**config.mk**
```make
export PLATFORM = sky130hd
export DESIGN_NAME = rd_pointer_empty
export DESIGN_NICKNAME = d
export VERILOG_FILES = /design/src/rtl/rd_pointer_empty.sv
export SDC_FILE = /design/constraint.sdc
export NUM_CORES = 1
export LEC_CHECK = 0
export BUFFER_PORTS_ARGS = -buffer_cell sky130_fd_sc_hd__buf_2
export CAP_MARGIN = 0
export CORE_AREA = 2 2 73 75
export DETAILED_ROUTE_END_ITERATION = 8
export DIE_AREA = 0 0 75 77
export PLACE_DENSITY = 0.67
export SETUP_SLACK_MARGIN = 0.4
export SLEW_MARGIN = 0
export SYNTH_ARGS = -nofsm -noshare
export SYNTH_HDL_FRONTEND = slang
export SYNTH_SLANG_ARGS = --single-unit
```
**constraint.sdc**
```tcl
create_clock -name rclk -period 5.89 [get_ports rclk]
set_input_delay 0.8835 -clock rclk [delete_from_list [all_inputs] [get_ports rclk]]
set_output_delay 0.8835 -clock rclk [all_outputs]
set_load 0.01 [all_outputs]
```
**src/rtl/rd_pointer_empty.sv**
```systemverilog
// Read-side pointer/empty stage of the async FIFO: synchronizes the Gray write
// pointer into rclk and produces the read pointers, empty/almost-empty and occupancy.
module rd_pointer_empty #(
  parameter int unsigned WIDTH           = 8,
  parameter int unsigned SYNC_STAGES     = 2,
  parameter int unsigned ALMOST_EMPTY_TH = 2
) (
  input  logic             rclk,
  input  logic             rd_srst,
  input  logic             rd_en,
  input  logic [WIDTH:0]   wr_ptr_gray,
  output logic [WIDTH-1:0] rd_addr,
  output logic [WIDTH:0]   rd_ptr,
  output logic [WIDTH:0]   rd_ptr_gray,
  output logic             empty,
  output logic             almost_empty,
  output logic [WIDTH:0]   rd_count,
  output logic             rd_valid,
  output logic             rd_underflow
);

  localparam int unsigned PW = WIDTH + 1;

  logic [PW-1:0] rd_ptr_q, rd_ptr_d;
  logic [PW-1:0] gray_q, gray_d;
  logic [PW-1:0] wq_q [SYNC_STAGES];
  logic [PW-1:0] wq_d [SYNC_STAGES];
  logic [PW-1:0] count_q, count_d;
  logic          empty_q, empty_d;
  logic          almost_q, almost_d;
  logic          valid_q, valid_d;
  logic          underflow_q, underflow_d;
  logic [PW-1:0] wq_bin;
  logic          rd_fire;

  // Next-state: synchronizer shift, pointer advance, flags against synced write pointer
  always_comb begin
    rd_fire     = rd_en & ~empty_q;
    wq_d[0]     = wr_ptr_gray;
    for (int i = 1; i < int'(SYNC_STAGES); i++) begin
      wq_d[i] = wq_q[i-1];
    end
    rd_ptr_d    = rd_ptr_q + PW'(rd_fire);
    gray_d      = rd_ptr_d ^ (rd_ptr_d >> 1);
    wq_bin      = '0;
    wq_bin[PW-1] = wq_q[SYNC_STAGES-1][PW-1];
    for (int i = int'(PW) - 2; i >= 0; i--) begin
      wq_bin[i] = wq_bin[i+1] ^ wq_q[SYNC_STAGES-1][i];
    end
    count_d     = wq_bin - rd_ptr_d;
    empty_d     = (gray_d == wq_q[SYNC_STAGES-1]);
    almost_d    = (32'(count_d) <= ALMOST_EMPTY_TH);
    valid_d     = rd_fire;
    underflow_d = underflow_q | (rd_en & empty_q);
  end

  always_ff @(posedge rclk) begin
    if (rd_srst) begin
      rd_ptr_q    <= '0;
      gray_q      <= '0;
      for (int i = 0; i < int'(SYNC_STAGES); i++) begin
        wq_q[i] <= '0;
      end
      count_q     <= '0;
      empty_q     <= 1'b1;
      almost_q    <= 1'b1;
      valid_q     <= 1'b0;
      underflow_q <= 1'b0;
    end else begin
      rd_ptr_q    <= rd_ptr_d;
      gray_q      <= gray_d;
      for (int i = 0; i < int'(SYNC_STAGES); i++) begin
        wq_q[i] <= wq_d[i];
      end
      count_q     <= count_d;
      empty_q     <= empty_d;
      almost_q    <= almost_d;
      valid_q     <= valid_d;
      underflow_q <= underflow_d;
    end
  end

  assign rd_addr      = rd_ptr_q[WIDTH-1:0];
  assign rd_ptr       = rd_ptr_q;
  assign rd_ptr_gray  = gray_q;
  assign empty        = empty_q;
  assign almost_empty = almost_q;
  assign rd_count     = count_q;
  assign rd_valid     = valid_q;
  assign rd_underflow = underflow_q;

endmodule

```
==> results.txt <==
setup fix buffers added after clock tree synthesis: 0
mean area per synthesized cell: 10.0 sq um
synthesis-stage register bit count: 48
Longest Clk Path Bufs: 2
synthesis warning total: 0
Fmax: 253 MHz
TritonCTS Buffers: 5
Die H: 77 um
unrepaired setup endpoints after global routing: false
total congestion overflow: 0
latest clock arrival within the worst-skew pair: 0.30 ns
number of H-tree levels: 2
number of slew-limit violations in the final report: 0
element type at the critical path start: flop
clock tree from TritonCTS: done
library cell occupying the most area in the post-synthesis netlist: sky130_fd_sc_hd__dfxtp_1
P_int: 536 uW
worst clock skew: 0.00663 ns
relative area change from synthesis to final layout: 15.3%
Peak VDD IR: 0.155 mV
fraction of layout cells with a size suffix above 1: 25.9%
outcome: finished clean
Critical path destination: almost_empty
most frequent cells in the layout: 50 x sky130_fd_sc_hd__buf_2, 48 x sky130_fd_sc_hd__dfxtp_1, 28 x sky130_fd_sc_hd__nor2_1
area of the core: 4980 sq um
sequential cell area fraction in the yosys report: 44.3%
full die area: 5780 sq um
detailed router's first-iteration violation count: 66
total power: 743 uW
count of final setup violators: 0
CTS root buf: sky130_fd_sc_hd__clkbuf_8
wire length of the first global-routing pass: 5.85 mm
Crit Path Max Fanout: 3
count of endpoints failing hold in the final timing report: 0
IO Port Bufs: 50
setup slack of the most critical reg-to-reg path: 1.94 ns
Final Net Count: 281
Yosys top cell area share: 44.3%
basic-gate share of the synthesized area counting and, or, nand and nor cells: 17.8%
initial antenna violation count: 0
largest net degree at the start of global routing: 49
main area contributors after synthesis: sky130_fd_sc_hd__dfxtp_1 44%, sky130_fd_sc_hd__xnor2_1 7.7%, sky130_fd_sc_hd__nor2b_1 6.6%
sum of negative setup slack: 0 ns
xor and xnor area share after synthesis: 19.0%
drt total wl: 3.52 mm
number of antenna repair diodes: 0
Final Critical Period: 3.95 ns
most used cell along the critical path: sky130_fd_sc_hd__xor2_2
Leak: 1.15 nW
total routing usage reported by global routing: 13.4%
cells along the critical path: xor2_2 -> xor2_2 -> xnor2_2 -> xor2_2 -> xor2_2 -> xnor3_2 -> xnor2_1 -> ha_1 -> inv_1 -> fa_1 -> a21o_1 -> a21oi_1 -> o21bai_1 -> a21oi_1 -> xor2_1 -> a31oi_1 -> nor4_1
endpoint kind of the worst setup timing path: flop
most frequent standard cell in the layout excluding fill and tap cells: sky130_fd_sc_hd__buf_2
half-perimeter wire length after detailed placement: 2.70 mm
share of synthesized cell area in full adder, half adder and majority cells: 6.69%
category of the most critical setup path: reg2reg
die span in x: 75 um
count of boundary I/O pins: 51
clock transition at the registers of the reported paths: 0.08 ns
Hold Path Class: reg2reg
part of the total power dissipated in sequential elements: 48.7%
cell type of the slowest stage on the worst timing path: sky130_fd_sc_hd__fa_1
relative contribution of the clock network to total power: 26.4%
Cell Pwr Density: 297 nW/um^2
Initial Utilization: 43.6%
fin crit share: 67.0%
number of buffers added to fix hold violations after cts: 0
Async SR Flop Fraction: 0%
CP startpoint: wq_q[0][17]
R2R Path End: almost_empty
combinational share of power: 24.8%
Net Count, Synth: 240
Primary FF master, synth: sky130_fd_sc_hd__dfxtp_1
final estimated routing congestion in global placement: 0.846
max capacitance violation total: 0
highest cell delay on the worst timing path: 0.41 ns
remaining number of nets flagged by the antenna check after routing: 0
proportion of synthesized area in mux cells: 0%
number of unique standard cell types used by synthesis: 38
via count of the first global-routing pass: 1299
reg2reg start: wq_q[0][17]
post-cts resize count: 0
R2R depth: 17
first-pass detailed-route iteration total: 4
Required @ worst endpoint: 6.10 ns
number of fill cells in the layout: 460
Via Count: 1473
post-DR wirelength/cell: 10.7 um
total clock sinks: 48
largest family of logic cells by synthesized area: XOR/XNOR gates
Post-route DRC: 0
detailed-route vias per instance: 4.48
reported net switching power: 207 uW
Post-Route Utilization: 50.3%
gate count after technology mapping: 217
number of cell rows: 26
data arrival time of the worst path: 4.15 ns
fraction of power spent switching nets: 27.8%
post-synth design cell area: 2170 sq um
fraction of the mapped netlist area in compound gates: 6.57%
number of enable-type register cells in the synthesized netlist: 0
hold_sp: wq_q[0][1]
worst slew margin relative to its limit: 47.2%
Tightest Pin Transition: 0.792 ns
## worst max-delay path: cells and delay by family, from the launching register on
kind                     cells  cell delay, ns
buffers and inverters        1            0.06
AND/OR/NAND/NOR              1            0.24
XOR/XNOR                     8            1.74
AO/OA/AOI/OAI                5            0.83
flip-flops                   1            0.40
adder cells (fa/ha/maj)      2            0.60
## flip-flops by register name, summed over array words and instances (netlist names)
signal and cells:
wq_q 18, rd_count 9, rd_ptr 9, rd_ptr_gray 8
almost_empty 1, empty 1, rd_underflow 1, rd_valid 1
## cells by family after synthesis
logic type,after synthesis
fa+ha+maj,11
flops,48
buf+inv,23
xor+xnor,39
compound gates,23
simple gates,73
## cell type report
cell class | instances | area [sq um] | area share, %
clock buffers | 8 | 90.1 | 3.60
inverters | 7 | 26.3 | 1.05
multi-input cells | 146 | 1090 | 43.4
flip-flops and latches | 48 | 961 | 38.4
well taps | 70 | 87.6 | 3.50
repair buffers | 50 | 250 | 10.0
## power by group through the flow
stage / registers, mW / logic (mW) / clock network, mW
after CTS: 0.363 / 0.187 / 0.200
final: 0.362 / 0.185 / 0.196
after global routing: 0.366 / 0.208 / 0.215
after detailed placement: 0.371 / 0.185 / 0
after global placement: 0.370 / 0.184 / 0
after floorplan: 0.382 / 0.126 / 0
## stage by stage
step	worst slack, ns	hold slack, ns	cells	instance area [sq um]
2_1_floorplan	2.28	0.414	217	2170
3_3_place_gp	2.12	0.418	321	2410
3_5_place_dp	1.93	0.422	321	2410
4_1_cts	1.92	0.441	329	2500
5_1_grt	1.53	0.462	329	2500
6_report	1.94	0.437	329	2500
## metal layers
metal	part of all wire [%]	vias to the layer above	global-route usage, %
li1	-	770	-
met1	45	657	16.6
met2	47	40	21.2
met3	5.6	6	3.94
met4	1.8	0	5.36
met5	0	-	0
## worst min-delay path by stage
stage / to / slack [ns] / cells past startpoint
3_3_place_gp: wq_q[0][9] / 0.42 / 1
4_1_cts: wq_q[0][11] / 0.44 / 1
3_5_place_dp: wq_q[0][11] / 0.42 / 1
2_1_floorplan: wq_q[0][10] / 0.41 / 1
6_report: wq_q[0][10] / 0.44 / 1
5_1_grt: wq_q[0][13] / 0.46 / 1
## cells in the mapped netlist, types with 2 or more instances
cell type and n:
sky130_fd_sc_hd__buf_4 9, sky130_fd_sc_hd__buf_2 2, sky130_fd_sc_hd__a31oi_1 2, sky130_fd_sc_hd__xor2_1 13, sky130_fd_sc_hd__nor3_1 3, sky130_fd_sc_hd__a21oi_1 6
sky130_fd_sc_hd__xor2_2 4, sky130_fd_sc_hd__nor2_1 28, sky130_fd_sc_hd__clkbuf_1 5, sky130_fd_sc_hd__and3_1 3, sky130_fd_sc_hd__o21ai_0 5, sky130_fd_sc_hd__dfxtp_1 48
sky130_fd_sc_hd__nand2_1 3, sky130_fd_sc_hd__o21a_1 2, sky130_fd_sc_hd__o21bai_1 2, sky130_fd_sc_hd__or3_1 2, sky130_fd_sc_hd__ha_1 10, sky130_fd_sc_hd__nand2b_1 2
sky130_fd_sc_hd__xnor2_1 19, sky130_fd_sc_hd__nor2b_1 23, sky130_fd_sc_hd__nand3_1 3, sky130_fd_sc_hd__inv_1 7
No activity file was read; power rests on OpenSTA's default activity.
